$ cat src/rtl/shared_resource_arbiter.sv
// Two-requester round-robin arbiter and response router around a single-cycle doubling resource.
// Latency: request accepted at cycle t, result written to its response FIFO at t+1, visible at t+2.
// Backpressure: per-requester credits equal FIFO depth; a stalled consumer only blocks its own requester.

// Response FIFO: in-order buffer, head presented combinationally, drops writes when full without a pop.
// Latency: write at edge t, visible on o_vld after that edge.
// Backpressure: push while full is legal only together with a pop; otherwise the write is dropped and flagged.
module srarb_rsp_fifo #(
   parameter int W     = 32,
   parameter int DEPTH = 4
) (
   input  logic         clk,
   input  logic         reset,
   input  logic         i_push,
   input  logic [W-1:0] i_push_dat,
   input  logic         i_pop,
   output logic         o_vld,
   output logic [W-1:0] o_dat,
   output logic         o_ovf
);
   localparam int PTR_W = $clog2(DEPTH);
   localparam int OCC_W = $clog2(DEPTH + 1);

   logic [W-1:0]     r_mem [DEPTH];
   logic [PTR_W-1:0] r_wr_ptr;
   logic [PTR_W-1:0] r_rd_ptr;
   logic [OCC_W-1:0] r_count;

   logic w_full;
   logic w_pop_ok;
   logic w_push_ok;

   assign w_full    = (r_count == OCC_W'(DEPTH));
   assign w_pop_ok  = i_pop & (r_count != '0);
   // A full FIFO can still take a write when the head leaves in the same cycle.
   assign w_push_ok = i_push & (~w_full | w_pop_ok);
   assign o_ovf     = i_push & w_full & ~w_pop_ok;
   assign o_vld     = (r_count != '0);
   assign o_dat     = r_mem[r_rd_ptr];

   // Storage array; no reset needed since occupancy gates visibility.
   always_ff @(posedge clk) begin
      if (w_push_ok) begin
         r_mem[r_wr_ptr] <= i_push_dat;
      end
   end

   // Pointers wrap naturally at the power-of-two depth; occupancy tracks push/pop balance.
   always_ff @(posedge clk) begin
      if (reset) begin
         r_wr_ptr <= '0;
         r_rd_ptr <= '0;
         r_count  <= '0;
      end else begin
         if (w_push_ok) begin
            r_wr_ptr <= r_wr_ptr + PTR_W'(1);
         end
         if (w_pop_ok) begin
            r_rd_ptr <= r_rd_ptr + PTR_W'(1);
         end
         case ({w_push_ok, w_pop_ok})
            2'b10:   r_count <= r_count + OCC_W'(1);
            2'b01:   r_count <= r_count - OCC_W'(1);
            default: r_count <= r_count;
         endcase
      end
   end
endmodule

module shared_resource_arbiter #(
   parameter int DATA_W    = 32,
   parameter int RSP_DEPTH = 4,
   parameter int CNT_W     = 16
) (
   input  logic              clk,
   input  logic              reset,
   input  logic              req_valid_1,
   input  logic [DATA_W-1:0] req_data_1,
   output logic              req_ready_1,
   input  logic              req_valid_2,
   input  logic [DATA_W-1:0] req_data_2,
   output logic              req_ready_2,
   output logic              rsp_valid_1,
   output logic [DATA_W-1:0] rsp_data_1,
   input  logic              rsp_ready_1,
   output logic              rsp_valid_2,
   output logic [DATA_W-1:0] rsp_data_2,
   input  logic              rsp_ready_2,
   output logic              res_in_valid_1,
   output logic              res_in_valid_2,
   output logic [DATA_W-1:0] res_input,
   input  logic              res_out_valid_1,
   input  logic              res_out_valid_2,
   input  logic [DATA_W-1:0] res_output,
   output logic              stall_1,
   output logic              stall_2,
   output logic [CNT_W-1:0]  grant_cnt_1,
   output logic [CNT_W-1:0]  grant_cnt_2,
   output logic              err
);
   localparam int CR_W = $clog2(RSP_DEPTH + 1);
   localparam logic [CR_W-1:0] CR_FULL = CR_W'(RSP_DEPTH);

   logic [CR_W-1:0]  r_credit_1;
   logic [CR_W-1:0]  r_credit_2;
   logic             r_last_grant_2;   // 1: requester 2 was granted most recently
   logic [CNT_W-1:0] r_grant_cnt_1;
   logic [CNT_W-1:0] r_grant_cnt_2;
   logic             r_err;

   logic              w_elig_1;
   logic              w_elig_2;
   logic              w_grant_1;
   logic              w_grant_2;
   logic              w_fifo_vld_1;
   logic              w_fifo_vld_2;
   logic              w_pop_1;
   logic              w_pop_2;
   logic              w_ovf_1;
   logic              w_ovf_2;
   logic [DATA_W-1:0] w_fifo_dat_1;
   logic [DATA_W-1:0] w_fifo_dat_2;

   // A requester may only be issued when its FIFO has a reserved slot for the result.
   assign w_elig_1 = ~reset & req_valid_1 & (r_credit_1 != '0);
   assign w_elig_2 = ~reset & req_valid_2 & (r_credit_2 != '0);

   // Round-robin: on a tie, the requester that did not win last time goes first.
   assign w_grant_1 = w_elig_1 & (~w_elig_2 | r_last_grant_2);
   assign w_grant_2 = w_elig_2 & (~w_elig_1 | ~r_last_grant_2);

   assign req_ready_1    = w_grant_1;
   assign req_ready_2    = w_grant_2;
   assign res_in_valid_1 = w_grant_1;
   assign res_in_valid_2 = w_grant_2;
   assign stall_1        = ~reset & req_valid_1 & ~w_grant_1;
   assign stall_2        = ~reset & req_valid_2 & ~w_grant_2;

   // Shared resource data path carries the winner's operand, zero when idle.
   always_comb begin
      res_input = '0;
      if (w_grant_1) begin
         res_input = req_data_1;
      end else if (w_grant_2) begin
         res_input = req_data_2;
      end
   end

   // Visible outputs are forced low during reset even before the first reset edge lands.
   assign rsp_valid_1 = ~reset & w_fifo_vld_1;
   assign rsp_valid_2 = ~reset & w_fifo_vld_2;
   assign rsp_data_1  = w_fifo_dat_1;
   assign rsp_data_2  = w_fifo_dat_2;
   assign w_pop_1     = rsp_valid_1 & rsp_ready_1;
   assign w_pop_2     = rsp_valid_2 & rsp_ready_2;
   assign grant_cnt_1 = reset ? '0 : r_grant_cnt_1;
   assign grant_cnt_2 = reset ? '0 : r_grant_cnt_2;
   assign err         = ~reset & r_err;

   srarb_rsp_fifo #(.W(DATA_W), .DEPTH(RSP_DEPTH)) u_fifo_1 (
      .clk        (clk),
      .reset      (reset),
      .i_push     (res_out_valid_1),
      .i_push_dat (res_output),
      .i_pop      (w_pop_1),
      .o_vld      (w_fifo_vld_1),
      .o_dat      (w_fifo_dat_1),
      .o_ovf      (w_ovf_1)
   );

   srarb_rsp_fifo #(.W(DATA_W), .DEPTH(RSP_DEPTH)) u_fifo_2 (
      .clk        (clk),
      .reset      (reset),
      .i_push     (res_out_valid_2),
      .i_push_dat (res_output),
      .i_pop      (w_pop_2),
      .o_vld      (w_fifo_vld_2),
      .o_dat      (w_fifo_dat_2),
      .o_ovf      (w_ovf_2)
   );

   // Credits: consumed on issue, returned on pop; both in one cycle cancel out.
   always_ff @(posedge clk) begin
      if (reset) begin
         r_credit_1 <= CR_FULL;
         r_credit_2 <= CR_FULL;
      end else begin
         case ({w_grant_1, w_pop_1})
            2'b10:   r_credit_1 <= r_credit_1 - CR_W'(1);
            2'b01:   r_credit_1 <= r_credit_1 + CR_W'(1);
            default: r_credit_1 <= r_credit_1;
         endcase
         case ({w_grant_2, w_pop_2})
            2'b10:   r_credit_2 <= r_credit_2 - CR_W'(1);
            2'b01:   r_credit_2 <= r_credit_2 + CR_W'(1);
            default: r_credit_2 <= r_credit_2;
         endcase
      end
   end

   // Round-robin pointer; reset state makes requester 1 win the first tie.
   always_ff @(posedge clk) begin
      if (reset) begin
         r_last_grant_2 <= 1'b1;
      end else if (w_grant_1) begin
         r_last_grant_2 <= 1'b0;
      end else if (w_grant_2) begin
         r_last_grant_2 <= 1'b1;
      end
   end

   // Saturating per-requester grant counters.
   always_ff @(posedge clk) begin
      if (reset) begin
         r_grant_cnt_1 <= '0;
         r_grant_cnt_2 <= '0;
      end else begin
         if (w_grant_1 && !(&r_grant_cnt_1)) begin
            r_grant_cnt_1 <= r_grant_cnt_1 + CNT_W'(1);
         end
         if (w_grant_2 && !(&r_grant_cnt_2)) begin
            r_grant_cnt_2 <= r_grant_cnt_2 + CNT_W'(1);
         end
      end
   end

   // Sticky overflow flag: a result arrived with no room and was dropped.
   always_ff @(posedge clk) begin
      if (reset) begin
         r_err <= 1'b0;
      end else if (w_ovf_1 || w_ovf_2) begin
         r_err <= 1'b1;
      end
   end
endmodule

$ cat config.mk
export PLATFORM = sky130hd
export DESIGN_NAME = shared_resource_arbiter
export DESIGN_NICKNAME = d
export VERILOG_FILES = /design/src/rtl/shared_resource_arbiter.sv
export SDC_FILE = /design/constraint.sdc
export NUM_CORES = 1
export LEC_CHECK = 0
export ABC_AREA = 1
export CAP_MARGIN = 20
export CORE_ASPECT_RATIO = 0.6
export CORE_MARGIN = 8
export CORE_UTILIZATION = 53
export DETAILED_ROUTE_END_ITERATION = 10
export PLACE_DENSITY = 0.8
export SETUP_SLACK_MARGIN = 0.4
export SYNTH_ARGS = -nofsm -noshare
export SYNTH_HDL_FRONTEND = slang
export SYNTH_SLANG_ARGS = --single-unit
$ cat constraint.sdc
create_clock -name clk -period 3.4 [get_ports clk]
set_clock_uncertainty 0.05 [all_clocks]
set_input_delay 0.51 -clock clk [delete_from_list [all_inputs] [get_ports clk]]
set_output_delay 0.51 -clock clk [all_outputs]
set_load 0.01 [all_outputs]
# Word-level counts from Yosys, hierarchy flattened
# Memory sizes are Yosys's and may differ from the RTL's. A register that Yosys moved wholly into a read port is not among the register bits.
# Index checks and enable logic that the tools add are counted.
# totals
reg_bits,54
ramBits,256
in_bits,104
output_inout_bits,137
elab_cells,107
mem_count,2
# classes
addsub,14
eq_ne,10
muxes,18
n_bitwise,35
n_reduce_logical,16
# mem_list
name,depth,width,read_ports,rd_ports_with_merged_regs,wr,line_no,text
u_fifo_1.r_mem,4,32,1,1,1,24,logic [W-1:0] r_mem [DEPTH];
u_fifo_2.r_mem,4,32,1,1,1,24,
# ops
op,n
$mux W32,2
$add A16 B1 Y16 const B,2
$mux W16,2
$reduce_and A16 Y1,2
$pmux W3 S2,4
$and A1 B1 Y1,21
$add A3 B1 Y3 const B,4
$reduce_bool A3 Y1,4
$sub A3 B1 Y3 const B,4
$not A1 Y1,10
$reduce_bool A2 Y1,5
$add A2 B1 Y2 const B,4
$eq A2 B1 Y1 const B,4
$eq A2 B2 Y1 const B,4
$mux W2,4
$eq A3 B3 Y1 const B,2
$mux W1,6
$or A1 B1 Y1,4
$logic_and A1 B1 Y1,2
$logic_not A1 Y1,2
$logic_or A1 B1 Y1,1

# Longest topological paths before layout
# Gate-level depths: netlist of the first run.
# logic_depth
depth_word,8
ltp_mapped,13
mapped_depth_nobuf,12

# Hierarchy
# Synthesis of the first run repeated with hierarchy kept, for this count alone.
# hier_totals
cells_unflattened,1198
area_unflattened_um2,13211.4
# modules_own_cells
mod,instances,cells_per_inst,area_each_um2,seq_area_each_um2
srarb_rsp_fifo,2,376,5211.2,4023.9
shared_resource_arbiter,1,446,2788.9,800.8

# Least setup slack after synthesis of the first run
# OpenSTA, ideal clock, no wires.
# synth_path
path_type,input to register
startpoint,input port reset
endpoint,memory u_fifo_2.r_mem[0][0] (enable)
setup_time_ps,421
arrival_ps,2471
t_required_ps,2929
slack_ps,458
cell_stages,6
path_buffers,1
cell_sequence,buf_6 clkinv_4 nand3_1 nand3_1 nand2_1 nor2_1
# synth_between
elab_chain_len,8
# synth_rtl
item,line_no,text
start: declaration,76,"input logic reset,"
$not A1 Y1,151,assign rsp_valid_2 = ~reset & w_fifo_vld_2;
$and A1 B1 Y1,151,
$and A1 B1 Y1,155,assign w_pop_2 = rsp_valid_2 & rsp_ready_2;
$and A1 B1 Y1,34,assign w_pop_ok = i_pop & (r_count != '0);
$or A1 B1 Y1,36,assign w_push_ok = i_push & (~w_full | w_pop_ok);
$and A1 B1 Y1,36,
$mux W1,43,if (w_push_ok) begin
$mux W1 (not written as such),44,r_mem[r_wr_ptr] <= i_push_dat;
end: declaration,24,
# No other way between the ends.

==> impl_metrics.csv, run 1 <==
group,metric,value,unit
critical_path,cp_data_required_time,2.84,ns
synthesis,syn_nets,1309,
route,wirelength,34.4,mm
die,initial_core_util,0.542,
outcome,status,"complete, no violations",
synthesis,synthTopCellsByArea,"edfxtp_1 (58%), dfxtp_1 (8.8%), nor2_1 (7.0%)",
synthesis,synth_top_area_frac,0.584,
clock_tree,cts_buffers,28,
synthesis,synth_top_area_cell,"edfxtp_1",
global_route,grt_remaining_overflow,0,
placement,gp_congestion,0.859,
critical_path,cp_num_cells,5,
critical_path,worst_r2r_path_depth,13,
route,drt_pass1_iterations,5,
pwr,power_density,527,nW/µm²
clock_tree,cts_tree,"done",
global_route,grt_pass1_vias,9591,
timing,finalWorstSetupSlack,0.473,ns
final_layout,diodes,0,
final_layout,syn_to_final_growth,29.1,%
critical_path,cp.arrival,2.37,ns
critical_path,cpPeakStageDelay,0.60,ns
clock_tree,cts.sinks,314,
placement,io_buffer_count,240,
min_path,hold_class,"input port to register",
timing,period_minus_slack,2.93,ns
critical_path,path_class,"register to primary output",
pwr,clockPowerShare,0.353,
route,route.detailed.drc,0,
placement,hpwl,22.6,mm
critical_path,reg2reg_slack,0.90,ns
final_layout,fin_util,0.700,
die,pin_count,241,
route,ant_nets,0,
clock_tree,postCtsHoldBufs,0,
pwr,swShare,0.246,
global_route,grt_start_max_net_pins,65,
timing,max_freq,342,MHz
die,row_count,44,
pwr,p_switching,0.00220,W
clock_tree,clk_pin_slew,0.07,ns
synthesis,avgSynthCellArea,11.1,µm²
critical_path,crit_family,"buffers and inverters",
die,die_w,219,µm
die,die_y,138,µm
clock_tree,insertion_delay,0.54,ns
route,drt-initial-drc-count,1032,
pwr,p_comb_frac,0.153,
critical_path,crit_buf_inv,3,
placement,dpl_worst_slack,0.212,ns
global_route,grt_first_pass_wirelength,52.3,mm
synthesis,ys_types,34,
timing,worst_slew_pin_slew,0.540,ns
clock_tree,cts_root_buf,"clkbuf_16",
timing,fin_hold_ws,0.291,ns
critical_path,critPathSlowestCell,"clkdlybuf4s50_1",
run,maxCapViolCount,0,
clock_tree,htreeDepth,1,
timing,slew_violations,0,
pwr,cellLeakagePower,5.95,nW
timing,setup_viol,0,
pwr,ir_drop,0.405,mV
global_route,antenna_found_initial,0,
critical_path,critPathCaptureType,"primary output",
timing,min_period_over_period,0.861,
global_route,track_usage,0.215,
route,vias_per_cell,5.60,
pwr,p_seq_frac,0.494,
timing,hold_violations,0,
route,routedWlPerCell,19.5,µm
clock_tree,clock_path_buffers,3,
synthesis,ys_warn_count,0,
route,via_count,9889,
timing,finalSetupTns,0,ns
final_layout,finalNetCount,1546,
synthesis,syn_inst,1187,
timing,rsz0062_at_grt,"yes",
timing,max_slew_margin,0.640,
synthesis,ys_seq_area_frac,0.672,
critical_path,crit_chain,"inv_4 -> buf_4 -> o21ai_0 -> o22ai_1 -> clkdlybuf4s50_1",
synthesis,netlist_area,13200,µm²
min_path,min_path_cells,4,
die,dieArea,30300,µm²
final_layout,drive_above_1_share,0.0810,
synthesis,ys_seq_elements,314,
critical_path,critPathMaxFanout,26,
critical_path,critPathLaunchType,"register",
pwr,intPower,0.00676,W
die,core-area,24300,µm²
pwr,p_total,0.00896,W
==> cells by family after synthesis <==
logic type      after synthesis  share of synthesized area
flops                       314                      0.672
simple gates                406                      0.127
compound gates              294                      0.129
fa+ha+maj                    18                     0.0194
buf+inv                     148                     0.0476
xor+xnor                      7                    0.00466
==> layout by cell type, fill, tap and decap left out, drive strengths merged, types with 39 or more instances in the layout <==
cell type	instances
nor2	255
nand2	101
dfxtp	58
o22ai	64
clkdlybuf4s50	237
edfxtp	256
inv	87
nand3	39
a21oi	49
o21ai	146
==> Yosys cell counts, drive strengths merged <==
cell	count
nand3	39
clkbuf	39
o21a	2
inv	85
fa	4
a21oi	49
o22ai	64
xor2	7
clkinv	3
o21ai	146
edfxtp	256
ha	14
or2	1
a22o	32
buf	21
dfxtp	58
nor2	255
nand4	10
nand2	101
o211ai	1
==> area by class of cell <==
| type | instances | area, µm² |
|---|---|---|
| multi-input cells | 725 | 3790 |
| fillers | 1667 | 7280 |
| repair inverters | 2 | 17.5 |
| inverters | 88 | 369 |
| repair buffers | 265 | 2650 |
| flip-flops and latches | 314 | 8850 |
| well taps | 322 | 403 |
| clock inverters | 18 | 181 |
| clock buffers | 32 | 737 |
==> worst paths after layout <==
check                           start             endpoint
setup reg to reg  u_fifo_2.r_count[1]  u_fifo_2.r_count[2]
hold / removal                  reset    r_grant_cnt_2[10]
hold reg to reg         r_credit_1[2]        r_credit_1[2]
setup / recovery             register       rsp_data_1[25]
==> layer usage <==
metal | part of all wire | vias to the layer above | wire, µm | track usage
li1 | - | 4652 | - | -
met1 | 0.43 | 4685 | 14800 | 0.307
met2 | 0.46 | 508 | 15800 | 0.336
met3 | 0.097 | 44 | 3330 | 0.0442
met4 | 0.016 | 0 | 554 | 0.0466
met5 | 0 | - | 0 | 0
==> tightest hold or removal path: stages <==
cell and delay, ns:
buf_2 0.14, clkinv_4 0.08, nand2_1 0.05, nor2_1 0.07
==> registers in the layout (all words and copies together), names as in the netlist, 3 cells and up, named ones only <==
| signal | count |
|---|---|
| u_fifo_1.r_count | 3 |
| u_fifo_2.r_mem | 128 |
| r_credit_2 | 3 |
| r_grant_cnt_2 | 16 |
| u_fifo_2.r_count | 3 |
| r_credit_1 | 3 |
| u_fifo_1.r_mem | 128 |
| r_grant_cnt_1 | 16 |
==> timing repair <==
item | CTS | global route
pin swaps | 0 | 1
buffers inserted | 0 | 1
gates resized for setup | 14 | 19
cloned | 0 | 2
endpoints found under the setup margin | 69 | 52
==> per-stage QoR <==
| stage | std cells | instance area [µm²] |
|---|---|---|
| after floorplan | 1187 | 13200 |
| after global placement | 1713 | 15900 |
| after detailed placement | 1713 | 15900 |
| after CTS | 1763 | 16900 |
| after global routing | 1766 | 17000 |
| final | 1766 | 17000 |
==> power by group through the flow <==
stage               logic (W)  registers [W]  clock network (W)
detailed placement    0.00134        0.00450                  0
global placement      0.00131        0.00449                  0
floorplan            0.000637        0.00449                  0
CTS                   0.00136        0.00442            0.00321
finish                0.00137        0.00442            0.00316
global route          0.00149        0.00444            0.00333
Power figures use the tool's default switching activity.
==> inputs of run 2 (changes only) <==
SLEW_MARGIN = 20   (was unset)
==> results of run 2 <==
Same layout as run 1: the final DEF is identical, and so are final timing and power.
